==> src/rtl/fetch_stage_if.sv <==
// fetch_stage_if: stall/redirect control, instruction memory port and decode-facing outputs of the fetch stage
interface fetch_stage_if;
   logic        stall_i;
   logic        redirect_i;
   logic [31:0] redirect_pc_i;
   logic        imem_en_o;
   logic [31:0] imem_addr_o;
   logic [31:0] imem_rdata_i;
   logic [31:0] inst_o;
   logic [31:0] pc_o;
   logic        valid_o;
   logic        misalign_o;
   logic [31:0] fetch_count_o;
   modport master (
      input  stall_i, redirect_i, redirect_pc_i, imem_rdata_i,
      output imem_en_o, imem_addr_o, inst_o, pc_o, valid_o, misalign_o, fetch_count_o
   );
   modport slave (
      output stall_i, redirect_i, redirect_pc_i, imem_rdata_i,
      input  imem_en_o, imem_addr_o, inst_o, pc_o, valid_o, misalign_o, fetch_count_o
   );
endinterface

==> src/rtl/fetch_stage.sv <==
// fetch_stage: RV32I instruction fetch; owns the PC and drives a one-cycle synchronous instruction memory
module fetch_stage #(
   parameter logic [31:0] RESET_PC = 32'h4000_0000,
   parameter logic [31:0] NOP_INST = 32'h0000_0013
) (
   input logic          clk,
   input logic          rst,
   fetch_stage_if.master bus
);
   logic [31:0] next_pc_q, pc_d_q, cnt_q, req_addr;
   logic        vld_q, misalign_q, valid;
   // redirect beats stall; a stall only replays when there is a real instruction to hold
   always_comb begin
      req_addr = bus.redirect_i ? {bus.redirect_pc_i[31:2], 2'b00} :
                 (bus.stall_i && vld_q) ? pc_d_q : next_pc_q;
      valid             = vld_q && !bus.redirect_i;
      bus.imem_en_o     = rst;
      bus.imem_addr_o   = req_addr;
      bus.valid_o       = valid;
      bus.pc_o          = pc_d_q;
      bus.inst_o        = valid ? bus.imem_rdata_i : NOP_INST;
      bus.misalign_o    = misalign_q;
      bus.fetch_count_o = cnt_q;
   end
   always_ff @(posedge clk or negedge rst) begin
      if (!rst) begin
         next_pc_q  <= RESET_PC;
         pc_d_q     <= RESET_PC;
         vld_q      <= 1'b0;
         misalign_q <= 1'b0;
         cnt_q      <= '0;
      end else begin
         pc_d_q     <= req_addr;
         next_pc_q  <= req_addr + 32'd4;
         vld_q      <= 1'b1;
         misalign_q <= bus.redirect_i && (bus.redirect_pc_i[1:0] != 2'b00);
         if (valid && !bus.stall_i) cnt_q <= cnt_q + 32'd1;
      end
   end
endmodule

==> src/flat_wrapper.sv <==
// flat-port wrapper written by rule: the top's interface ports become plain ports
module fetch_stage_flat 
#(
   parameter logic [31:0] RESET_PC = 32'h4000_0000,
   parameter logic [31:0] NOP_INST = 32'h0000_0013
)
  (clk, rst, bus_stall_i, bus_redirect_i, bus_redirect_pc_i, bus_imem_rdata_i, bus_imem_en_o, bus_imem_addr_o, bus_inst_o, bus_pc_o, bus_valid_o, bus_misalign_o, bus_fetch_count_o);
  fetch_stage_if bus_i ();
  input logic clk;
  input logic rst;
  input wire logic [$bits(bus_i.stall_i)-1:0] bus_stall_i;
  input wire logic [$bits(bus_i.redirect_i)-1:0] bus_redirect_i;
  input wire logic [$bits(bus_i.redirect_pc_i)-1:0] bus_redirect_pc_i;
  input wire logic [$bits(bus_i.imem_rdata_i)-1:0] bus_imem_rdata_i;
  output wire logic [$bits(bus_i.imem_en_o)-1:0] bus_imem_en_o;
  output wire logic [$bits(bus_i.imem_addr_o)-1:0] bus_imem_addr_o;
  output wire logic [$bits(bus_i.inst_o)-1:0] bus_inst_o;
  output wire logic [$bits(bus_i.pc_o)-1:0] bus_pc_o;
  output wire logic [$bits(bus_i.valid_o)-1:0] bus_valid_o;
  output wire logic [$bits(bus_i.misalign_o)-1:0] bus_misalign_o;
  output wire logic [$bits(bus_i.fetch_count_o)-1:0] bus_fetch_count_o;
  assign bus_i.stall_i = bus_stall_i;
  assign bus_i.redirect_i = bus_redirect_i;
  assign bus_i.redirect_pc_i = bus_redirect_pc_i;
  assign bus_i.imem_rdata_i = bus_imem_rdata_i;
  assign bus_imem_en_o = bus_i.imem_en_o;
  assign bus_imem_addr_o = bus_i.imem_addr_o;
  assign bus_inst_o = bus_i.inst_o;
  assign bus_pc_o = bus_i.pc_o;
  assign bus_valid_o = bus_i.valid_o;
  assign bus_misalign_o = bus_i.misalign_o;
  assign bus_fetch_count_o = bus_i.fetch_count_o;
  fetch_stage #(.RESET_PC(RESET_PC), .NOP_INST(NOP_INST)) u_core (.clk(clk), .rst(rst), .bus(bus_i));
endmodule
==> config.mk <==
export PLATFORM = sky130hd
export DESIGN_NAME = fetch_stage_flat
export DESIGN_NICKNAME = d
export VERILOG_FILES = /design/src/rtl/fetch_stage_if.sv /design/src/rtl/fetch_stage.sv /design/src/flat_wrapper.sv
export SDC_FILE = /design/constraint.sdc
export NUM_CORES = 1
export LEC_CHECK = 0
export BUFFER_PORTS_ARGS = -buffer_cell sky130_fd_sc_hd__buf_2
export CORE_AREA = 8 8 109 111
export CTS_BUF_LIST = sky130_fd_sc_hd__clkbuf_16
export DETAILED_ROUTE_END_ITERATION = 7
export DIE_AREA = 0 0 117 119
export PLACE_DENSITY = 0.79
export SYNTH_ARGS = -nofsm -noshare
export SYNTH_HDL_FRONTEND = slang
export SYNTH_SLANG_ARGS = --single-unit
==> constraint.sdc <==
create_clock -name clk -period 2.9 [get_ports clk]
set_clock_uncertainty 0.1 [all_clocks]
set_input_delay 0.435 -clock clk [delete_from_list [all_inputs] [get_ports clk]]
set_output_delay 0.435 -clock clk [all_outputs]
set_load 0.01 [all_outputs]
Word level (Yosys, flattened, before mapping)
Cells that the tools add are included.
{"block": "word_totals", "register_bits": 98, "latchBits": 0, "ram_bits": 0, "romBits": 0, "output_inout_bits": 131, "wordCells": 17, "mem_count": 0}
{"block": "classes", "n_addsub": 2, "multipliers": 0, "div_mod_pow": 0, "magnitude_cmp": 0, "n_eq_ne": 0, "shift": 0, "mux": 3, "bitwise": 0, "reduce_logical": 7}
{"operator": "$mux 32", "n": 3}
{"operator": "$add 32x1->32 const B", "n": 1}
{"operator": "$add 32x3->32 const B", "n": 1}
{"operator": "$logic_and 1x1->1", "n": 4}
{"operator": "$logic_not 1->1", "n": 2}
{"operator": "$reduce_bool 2->1", "n": 1}

Logic depth before layout (Yosys ltp)
Gate-level depths: netlist (run 1).
{"block": "depth", "depth_word": 4, "depth_mapped": 10, "mapped_depth_nobuf": 6}

Worst setup path before layout (run 1)
No wires, ideal clock.
{"block": "synth_path", "path_type": "input to register", "startpoint": "input port bus_redirect_i", "endpoint": "register u_core.next_pc_q[30]", "t_arrival_ns": 2.509, "t_required_ns": 2.725, "slack_ns": 0.215, "cell_stages": 8, "n_path_buf": 3, "path_cell_list": "buf_6 -> buf_4 -> buf_4 -> o311ai_0 -> and4_1 -> nand4_1 -> nor3_1 -> xnor2_1"}
{"block": "synth_between", "elab_chain_len": 2}
{"item": "start: declaration", "line_no": "flat_wrapper.sv:12", "rtl": "input wire logic [$bits(bus_i.redirect_i)-1:0] bus_redirect_i;"}
{"item": "$mux 32", "line_no": "fetch_stage.sv:14", "rtl": "req_addr = bus.redirect_i ? {bus.redirect_pc_i[31:2], 2'b00} :"}
{"item": "via bus_imem_addr_o[28]", "line_no": "flat_wrapper.sv:16", "rtl": "output wire logic [$bits(bus_i.imem_addr_o)-1:0] bus_imem_addr_o;"}
{"item": "$add 32x3->32", "line_no": "fetch_stage.sv:34", "rtl": "next_pc_q <= req_addr + 32'd4;"}
{"item": "end signal: assignment", "line_no": "fetch_stage.sv:34"}
{"item": "end: declaration", "line_no": "fetch_stage.sv:10", "rtl": "logic [31:0] next_pc_q, pc_d_q, cnt_q, req_addr;"}
The timed path passes the listed nets, and every way through them passes these cells.
A chain may end at the register's enable or synchronous reset.

Worst setup path in the final report (run 1)
{"block": "layout_path", "startpoint": "register u_core.vld_q", "endpoint": "output port bus_imem_addr_o[11]"}
{"block": "layout_between", "elab_chain_len": 3}
{"item": "start: declaration", "line_no": "fetch_stage.sv:11", "rtl": "logic vld_q, misalign_q, valid;"}
{"item": "start signal: assignment", "line_no": "fetch_stage.sv:29", "rtl": "vld_q <= 1'b0;"}
{"item": "start signal: assignment", "line_no": "fetch_stage.sv:35", "rtl": "vld_q <= 1'b1;"}
{"item": "$logic_and 1x1->1", "line_no": "fetch_stage.sv:15", "rtl": "(bus.stall_i && vld_q) ? pc_d_q : next_pc_q;"}
{"item": "$mux 32", "line_no": "fetch_stage.sv:15"}
{"item": "$mux 32", "line_no": "fetch_stage.sv:14"}
{"item": "end: declaration", "line_no": "flat_wrapper.sv:16"}
Every way passes these cells.

==> impl_metrics.ini, run 1 <==
[run_status]
status = complete, no violations

[min_path]
min_path_cells = 2
hold_end = u_core.bus.misalign_o
hold_start = bus_redirect_pc_i[0]
min_path_type = in2reg

[floorplan]
die_w_microns = 117
std_cell_rows = 37
initial_utilization_pct = 47.25
dieArea_sq_um = 13920
core_area_sq_um = 10090
io_pins = 199
die_h_microns = 119

[clock_network]
cts.clk_slew.worst_paths_ns = 0.07
max-clock-path-buffers = 2
clk_latency_ns = 0.34
cts_buffers = 9
cts_tree = built
cts.htree.levels = 3
cts.sinks = 96
cts_root_buf = clkbuf_16

[setup_path]
crit_family = buffers and inverters
cp.depth = 6
rrSetupSlack_ns = 0.28
reg2reg_depth = 8
crit_fanout = 28
cp.required_ns = 2.37
r2r-start = u_core.vld_q
cpPeakStageDelay_ns = 0.47
worstSetupPathType = reg2out
critical_path.cell_chain = buf_4 -> nand2_2 -> o311ai_0 -> buf_4 -> inv_1 -> buf_2
cpMaxStageDelayCell = o311ai_0
r2r-end = u_core.next_pc_q[26]
crit_path_end_kind = output pin
crit_path_frequent_cell = buf_4
critPathBufInv = 4
critPathArrivalTime_ns = 2.10
cp-start-kind = flip-flop

[drt]
remaining_drc_errors = 0
wl_per_cell_microns = 17.29
drtIter0Drc = 293
vias_per_cell = 5.137
drt-pass1-iter-count = 4
vias = 4161
drt.antenna.violating_nets = 0
drt_wl_total_microns = 14010

[timing]
maxSlewViolCount = 0
fin_crit_ns = 2.637
slew_headroom_pct = 64.44
rsz0062_at_grt = no
setup_ws_ns = 0.2627
tns_ns = 0
tightest_slew_ns = 0.5285
setup_viol = 0
fmax_ghz = 0.3792
period_share_pct = 90.94
hold_viol = 0

[global_route]
use_met1_pct = 25.39
grt_pass1_vias = 4383
overflow = 0
grt_max_degree = 44
grt_usage_pct = 20.29
grt_busiest_layer = met2
use_met3_pct = 5.154
antenna_found_initial = 0
met2_usage_pct = 33.42
grt_pass1_wl_microns = 22450

[layout]
stdcell_count = 810
final_cell_mix = buf_2 (197), dfrtp_1 (94), nand2_1 (37), xnor2_1 (36), buf_4 (35)
n_antenna_cell = 0
seq_area_sq_um = 2405
fillers = 858
nets = 739
drive_above_1_share_pct = 38.58
final_common_cell = buf_2
area_growth_syn_to_layout_pct = 32.41
multi_input_area_sq_um = 2090

[logic_synthesis]
ys_seq_area_share_pct = 50.43
netlist_instances = 450
yosysUniqueCellTypes = 46
synth_largest_area_cell = dfrtp_1
synth.area.top_cells = dfrtp_1 (49%), xnor2_1 (6.6%), xor2_1 (4.2%)
async_reset_ff_share_pct = 100.0
synth_top_area_share_pct = 49.33
avgSynthCellArea_sq_um = 10.60
synth_edf_count = 0
syn-num-nets = 520
ys.flop_type = dfrtp_1
ys_warn_count = 0
ys_ff_latch = 96
synthesis.area_sq_um = 4768

[power]
p_int_uw = 2369
p_leak_uw = 0.003180
power.density_nw_per_um2 = 532.6
seqPwrFrac_pct = 46.6
clkPwrFrac_pct = 31.5
p_sw_share_pct = 29.54
power_frac_comb_pct = 21.9
ir_drop_v = 0.0004213
p_switching_uw = 993.3

[placed_design]
hpwl_microns = 10890
port_buffers = 198
place_ws_ns = 0.02745
dp.cells = 792
place.gp.congestion = 0.8292

[run]
cap_violations = 0
[how the worst max path moves through the flow]
stage | start | endpoint | slack, ns
floorplan | bus_redirect_i | u_core.next_pc_q[30] | 0.22
global placement | bus_stall_i | u_core.next_pc_q[28] | 0.13
detailed placement | bus_redirect_i | u_core.next_pc_q[26] | 0.03
CTS | u_core.vld_q | u_core.next_pc_q[23] | 0.05
global route | u_core.vld_q | u_core.bus.fetch_count_o[21] | 0.1
finish | u_core.vld_q | bus_imem_addr_o[11] | 0.26
[metal layers]
layer	wire length [microns]	part of all wire, %
met1	5884	42
met2	6940	50
met3	949	6.8
met4	233	1.7
met5	0	0
[worst reg2reg max path, cell delays in order, from the launching register on]
cell,delay [ns]
dfrtp_1,0.38
buf_4,0.23
nand2_2,0.21
o311ai_0,0.19
nor4_1,0.55
nand4_2,0.15
buf_4,0.23
nor4b_2,0.31
xor2_1,0.20
[per-stage QoR]
step	utilization, %	instance area [sq um]	hold slack, ns	power, uW
global placement	59.81	6036	0.3364	2313
global route	62.56	6314	0.2279	3533
detailed placement	59.81	6036	0.3479	2332
finish	62.56	6314	0.2205	3363
CTS	62.48	6306	0.2052	3395
floorplan	-	4768	0.03941	1961
[layout make-up]
| type | count | share of cell area [%] |
|---|---|---|
| well taps | 136 | 2.695 |
| repair buffers | 235 | 20.57 |
| clock inverters | 7 | 0.5549 |
| flip-flops and latches | 96 | 38.09 |
| multi-input cells | 303 | 33.10 |
| inverters | 24 | 1.427 |
| clock buffers | 9 | 3.567 |
[state kept, by name (all words and copies together) (netlist names)]
name,flops
u_core.next_pc_q,32
u_core.bus.misalign_o,1
u_core.vld_q,1
u_core.bus.fetch_count_o,32
u_core.bus.pc_o,30
[what timing repair did]
action | 4_1_cts | 5_1_grt
endpoints found under the hold margin | 29 | 0
gates resized for setup | 0 | 0
hold buffers | 1 | 0
buffers inserted | 0 | 1
endpoints found under the setup margin | 0 | 10
[power by group through the flow]
stage	clock, uW	combinational [uW]	sequential [uW]
after floorplan	0	348	1610
after global placement	0	729	1580
after detailed placement	0	744	1590
after CTS	1080	750	1570
after global routing	1140	815	1580
final	1060	738	1570
[kinds of logic after synthesis]
kind of cell | synth area share, %
adders and majority gates | 0.5247
buffers and inverters | 5.746
other | 0.07864
xor gates and xnor gates | 10.84
and+or+nand+nor | 22.72
muxes | 1.076
DFF | 50.43
AOI/OAI and AO/OA | 8.581
[cells in the mapped netlist (all sizes together) (3+ instances only)]
master and n:
dfrtp 94, nand2 38, xnor2 36, and2 33, a211oi 25, nor2 25, inv 24, xor2 23
buf 22, nor2b 16, nand3 14, nor3 10, nand4 9, nand4b 9, nor4 9, and3 7
nand2b 7, o311a 7, clkbuf 5, o311ai 5, and4 4, mux2i 4, o21ai 4, a211o 3
a21oi 3
Power figures use the tool's default switching activity.
==> run 2: changes to the inputs <==
Settings changed: ABC_AREA set to 1, CORE_AREA 8 8 109 111 to 8 8 117 119, DIE_AREA 0 0 117 119 to 0 0 125 127, PLACE_DENSITY 0.79 to 0.8.
==> impl_metrics.ini, run 2 <==
[power]
p_switching_uw = 1222
power_frac_comb_pct = 24.2
p_sw_share_pct = 33.05
power.density_nw_per_um2 = 502.0
clkPwrFrac_pct = 32.8
p_leak_uw = 0.004238
p_int_uw = 2476
seqPwrFrac_pct = 43.0
ir_drop_v = 0.0003350

[setup_path]
crit_path_end_kind = output pin
cpMaxStageDelayCell = dfrtp_1
cp-start-kind = flip-flop
cpPeakStageDelay_ns = 0.38
critPathBufInv = 5
crit_fanout = 38
critPathArrivalTime_ns = 2.22
cp.required_ns = 2.37
critical_path.cell_chain = buf_6 -> inv_2 -> nor2_2 -> clkinvlp_4 -> buf_4 -> or2_2 -> buf_2
worstSetupPathType = reg2out
rrSetupSlack_ns = 0.41
crit_family = buffers and inverters

[clock_network]
clk_latency_ns = 0.36
max-clock-path-buffers = 2
cts.clk_slew.worst_paths_ns = 0.07
cts_buffers = 9
cts.sinks = 96
cts.htree.levels = 3
cts_tree = built
cts_root_buf = clkbuf_16

[min_path]
min_path_type = in2async

[logic_synthesis]
ys_seq_area_share_pct = 40.45
ys.flop_type = dfrtp_1
synth_common_cells = nand2_1 (266), inv_1 (134), nand3_1 (107), nor2_1 (99), dfrtp_1 (94)
synth_edf_count = 0
synth_largest_area_cell = dfrtp_1
ys_ff_latch = 96
ys_warn_count = 0
netlist_instances = 863
avgSynthCellArea_sq_um = 6.890
synthesis.area_sq_um = 5946
yosysUniqueCellTypes = 26
yosysMostFrequentCell = nand2_1
syn-num-nets = 933
synth.area.top_cells = dfrtp_1 (40%), nand2_1 (17%), nand3_1 (9.0%)
synth_top_area_share_pct = 39.56
async_reset_ff_share_pct = 100.0

[drt]
drt_wl_total_microns = 18240
drt.antenna.violating_nets = 0
drt-pass1-iter-count = 5
wl_per_cell_microns = 15.10
drtIter0Drc = 589
vias = 6075
remaining_drc_errors = 0
vias_per_cell = 5.029

[layout]
nets = 1126
area_growth_syn_to_layout_pct = 23.91
seq_area_sq_um = 2405
multi_input_area_sq_um = 2840
fillers = 1099
drive_above_1_share_pct = 26.67
n_antenna_cell = 0
final_common_cell = nand2_1
final_cell_mix = nand2_1 (266), buf_2 (197), inv_1 (133), nand3_1 (107), nor2_1 (99)

[placed_design]
place_ws_ns = 0.4349
place.gp.congestion = 0.9457
port_buffers = 198
hpwl_microns = 13940

[global_route]
overflow = 0
antenna_found_initial = 0
grt_pass1_vias = 5903
grt_max_degree = 97
grt_usage_pct = 22.60
grt_pass1_wl_microns = 29130

[floorplan]
initial_utilization_pct = 50.34
die_w_microns = 125
dieArea_sq_um = 15880
std_cell_rows = 40
die_h_microns = 127
io_pins = 199
core_area_sq_um = 11810

[timing]
setup_ws_ns = 0.1494
setup_viol = 0
rsz0062_at_grt = no
hold_viol = 0
fin_crit_ns = 2.751
tns_ns = 0
fmax_ghz = 0.3636
tightest_slew_ns = 0.5071
maxSlewViolCount = 0
period_share_pct = 94.85
slew_headroom_pct = 65.84

[run_status]
status = complete, no violations

[run]
cap_violations = 0
[run 2: changes by cell type after synthesis, moves of 9 or more]
cell      change
nand2_1     +229
inv_1       +110
nand3_1      +95
nor2_1       +74
and2_1       -32
a211oi_1     -25
or2_2        +23
xnor2_1      -21
nor2_2       +17
nor2b_1      -16
nand4b_1      -9
[run 2: stage by stage]
| step | hold slack [ns] | utilization, % | instances | power (uW) | cell area (sq um) |
|---|---|---|---|---|---|
| finish | 0.05817 | 62.37 | 1208 | 3698 | 7367 |
| global route | 0.1014 | 62.37 | 1208 | 3886 | 7367 |
| CTS | 0.09889 | 61.95 | 1204 | 3707 | 7317 |
| detailed placement | 0.3737 | 59.45 | 1188 | 2504 | 7022 |
| global placement | 0.3567 | 59.45 | 1188 | 2491 | 7022 |
| floorplan | 0.03941 | - | 863 | 2128 | 5946 |
[run 2: cell families (layout without fill, tap and decap cells)]
group           Yosys count  count (layout)  synth area share [%]
compound gates            5               5                0.5051
xor+xnor                 44              44                 6.481
fa+ha+maj                 2               2                0.4208
buf+inv                 165             363                 11.78
flops                    96              96                 40.45
other cells               1               1               0.06307
simple gates            550             550                 40.30
[run 2: repair_timing]
| item | CTS | global route |
|---|---|---|
| hold endpoints to repair | 0 | 0 |
| hold buffers | 0 | 0 |
| buffers inserted | 0 | 3 |
| resized for setup | 0 | 3 |
| endpoints found under the setup margin | 0 | 5 |
[run 2: power groups by stage]
stage | Combinational [uW] | Sequential [uW] | Clock (uW)
6_report | 896 | 1590 | 1210
5_1_grt | 1000 | 1600 | 1280
4_1_cts | 896 | 1590 | 1220
3_5_place_dp | 892 | 1610 | 0
3_3_place_gp | 880 | 1610 | 0
2_1_floorplan | 489 | 1640 | 0
[run 2: cell type report]
class | instances | area share (%)
multi-input combinational | 602 | 38.55
sequential | 96 | 32.64
timing repair buffer | 209 | 15.17
inverter | 137 | 7.031
clock buffer | 9 | 3.057
tap | 147 | 2.497
clock inverter | 7 | 0.9511
timing repair inverter | 1 | 0.1019
[run 2: final timing paths]
check | start | endpoint | cells past startpoint
max in group asynchronous | rst | u_core.bus.pc_o[30] | 2
min | rst | u_core.bus.fetch_count_o[8] | 2
max | u_core.vld_q | bus_inst_o[4] | 7
min in group clk | bus_redirect_pc_i[0] | u_core.bus.misalign_o | 3
max reg2reg | u_core.vld_q | u_core.bus.fetch_count_o[27] | 9
min reg2reg | u_core.bus.fetch_count_o[31] | u_core.bus.fetch_count_o[31] | 1
[run 2: metal layers]
layer	wire length (microns)	global-route usage [%]	share of wire, %
met1	7519	26.39	41
met2	9015	39.37	49
met3	1372	5.782	7.5
met4	331	8.381	1.8
met5	0	0	0
[run 2: worst reg2reg max path, cell delays in order, from the launching register on]
cell     delay [ns]
dfrtp_1        0.38
buf_6          0.30
inv_2          0.06
nor2_2         0.34
nand2_2        0.25
inv_1          0.21
nand3_1        0.18
nor2_2         0.26
nand4_1        0.14
xnor2_1        0.15
==> run 3: changes to the inputs <==
Settings changed: BUFFER_PORTS_ARGS -buffer_cell sky130_fd_sc_hd__buf_2 to -buffer_cell sky130_fd_sc_hd__buf_4, SKIP_LAST_GASP set to 1.
==> impl_metrics.ini, run 3 (synthesis results as in run 2) <==
[global_route]
grt_usage_pct = 23.18
grt_pass1_vias = 5896
grt_pass1_wl_microns = 29710
grt_max_degree = 97
overflow = 0
antenna_found_initial = 0

[setup_path]
crit_fanout = 38
r2r-end = u_core.bus.fetch_count_o[27]
cp-start-kind = flip-flop
rrSetupSlack_ns = 0.59
worstSetupPathType = reg2out
reg2reg_depth = 9
critPathArrivalTime_ns = 2.06
cp.required_ns = 2.37
crit_path_end_kind = output pin
r2r-start = u_core.vld_q

[placed_design]
place.gp.congestion = 0.9563
hpwl_microns = 14510
port_buffers = 198
place_area_sq_um = 7545

[min_path]
min_path_type = in2async

[clock_network]
cts_resized = 0
cts.htree.levels = 3
cts_root_buf = clkbuf_16
cts.sinks = 96
cts_setup_buffers = 0
cts_buffers = 9
cts.clk_slew.worst_paths_ns = 0.07
cts_tree = built
clk_latency_ns = 0.35
max-clock-path-buffers = 2
cts_hold_buf = 0

[layout]
area_growth_syn_to_layout_pct = 31.88
design_area_sq_um = 7841
final_cell_mix = nand2_1 (266), buf_4 (208), inv_1 (136), nand3_1 (107), nor2_1 (99)
n_antenna_cell = 0
final_common_cell = nand2_1
drive_above_1_share_pct = 26.48
nets = 1126

[timing]
hold_viol = 0
slew_headroom_pct = 65.20
period_share_pct = 89.53
maxSlewViolCount = 0
setup_viol = 0
fin_crit_ns = 2.596
rsz0062_at_grt = no
tightest_slew_ns = 0.5220
fmax_ghz = 0.3852
tns_ns = 0

[drt]
wl_per_cell_microns = 15.42
drt.antenna.violating_nets = 0
vias = 6077
drt-pass1-iter-count = 5
vias_per_cell = 5.031
remaining_drc_errors = 0
drt_wl_total_microns = 18630
drtIter0Drc = 484

[power]
p_leak_uw = 0.004363
clkPwrFrac_pct = 31.8
seqPwrFrac_pct = 41.8
p_sw_share_pct = 32.41
p_int_uw = 2582
p_switching_uw = 1238
power_frac_comb_pct = 26.4
ir_drop_v = 0.0003756
power.density_nw_per_um2 = 487.1

[floorplan]
die_h_microns = 127
die_w_microns = 125
io_pins = 199
core_area_sq_um = 11810
dieArea_sq_um = 15880
initial_utilization_pct = 50.34
std_cell_rows = 40

[run_status]
status = complete, no violations

[run]
cap_violations = 0
## run 3: changes by cell type in the layout (fill, tap and decap cells not counted)
cell,delta
buf_12,-1
buf_2,-197
buf_4,+200
buf_6,-1
clkinv_1,-1
clkinv_2,-2
clkinvlp_4,-1
inv_1,+3
## run 3: how the worst max path moves through the flow
| stage | startpoint | to | slack (ns) | depth (start not counted) |
|---|---|---|---|---|
| final | u_core.vld_q | bus_inst_o[29] | 0.30 | 7 |
| after global routing | u_core.vld_q | bus_inst_o[13] | 0.12 | 7 |
| after CTS | u_core.vld_q | bus_inst_o[14] | 0.26 | 7 |
| after detailed placement | bus_redirect_i | u_core.next_pc_q[31] | 0.45 | 12 |
| after global placement | bus_redirect_i | u_core.next_pc_q[31] | 0.46 | 12 |
| after floorplan | bus_redirect_i | u_core.next_pc_q[18] | 0.90 | 10 |
## run 3: layout make-up
class / instances / area (sq um)
clock inverter: 7 / 71.32
timing repair buffer: 210 / 1602
sequential: 96 / 2405
tap: 147 / 183.9
fill: 1054 / 3970
inverter: 137 / 514.2
clock buffer: 9 / 225.2
multi-input combinational: 602 / 2840
## run 3: power by group through the flow
stage	combinational [uW]	clock, uW	sequential [uW]
4_1_cts	1020	1230	1590
2_1_floorplan	489	0	1640
3_5_place_dp	1010	0	1620
5_1_grt	1120	1280	1610
3_3_place_gp	1000	0	1620
6_report	1010	1210	1600
## run 3: per-stage QoR
step / utilization (%) / hold slack (ns) / std cells / setup slack (ns) / total power (uW)
after floorplan: - / 0.03941 / 863 / 0.8970 / 2128
after global placement: 63.88 / 0.3634 / 1192 / 0.4645 / 2617
after detailed placement: 63.88 / 0.3677 / 1192 / 0.4510 / 2630
after CTS: 66.39 / 0.09076 / 1208 / 0.2623 / 3840
after global routing: 66.39 / 0.1001 / 1208 / 0.1158 / 4009
final: 66.39 / 0.03671 / 1208 / 0.3037 / 3820
## run 3: routing by layer
layer	vias up	global-route usage, %	wire [microns]
li1	3002	-	-
met1	2802	27.68	7779
met2	241	40.01	9147
met3	32	4.867	1232
met4	0	9.599	467
met5	-	0	0
## run 3: critical path: stages (launching register included)
cell and delay (ns):
dfrtp_1 0.36, buf_4 0.39, inv_2 0.06, nor2_2 0.16
inv_1 0.21, buf_4 0.26, nor2_1 0.12, buf_4 0.14
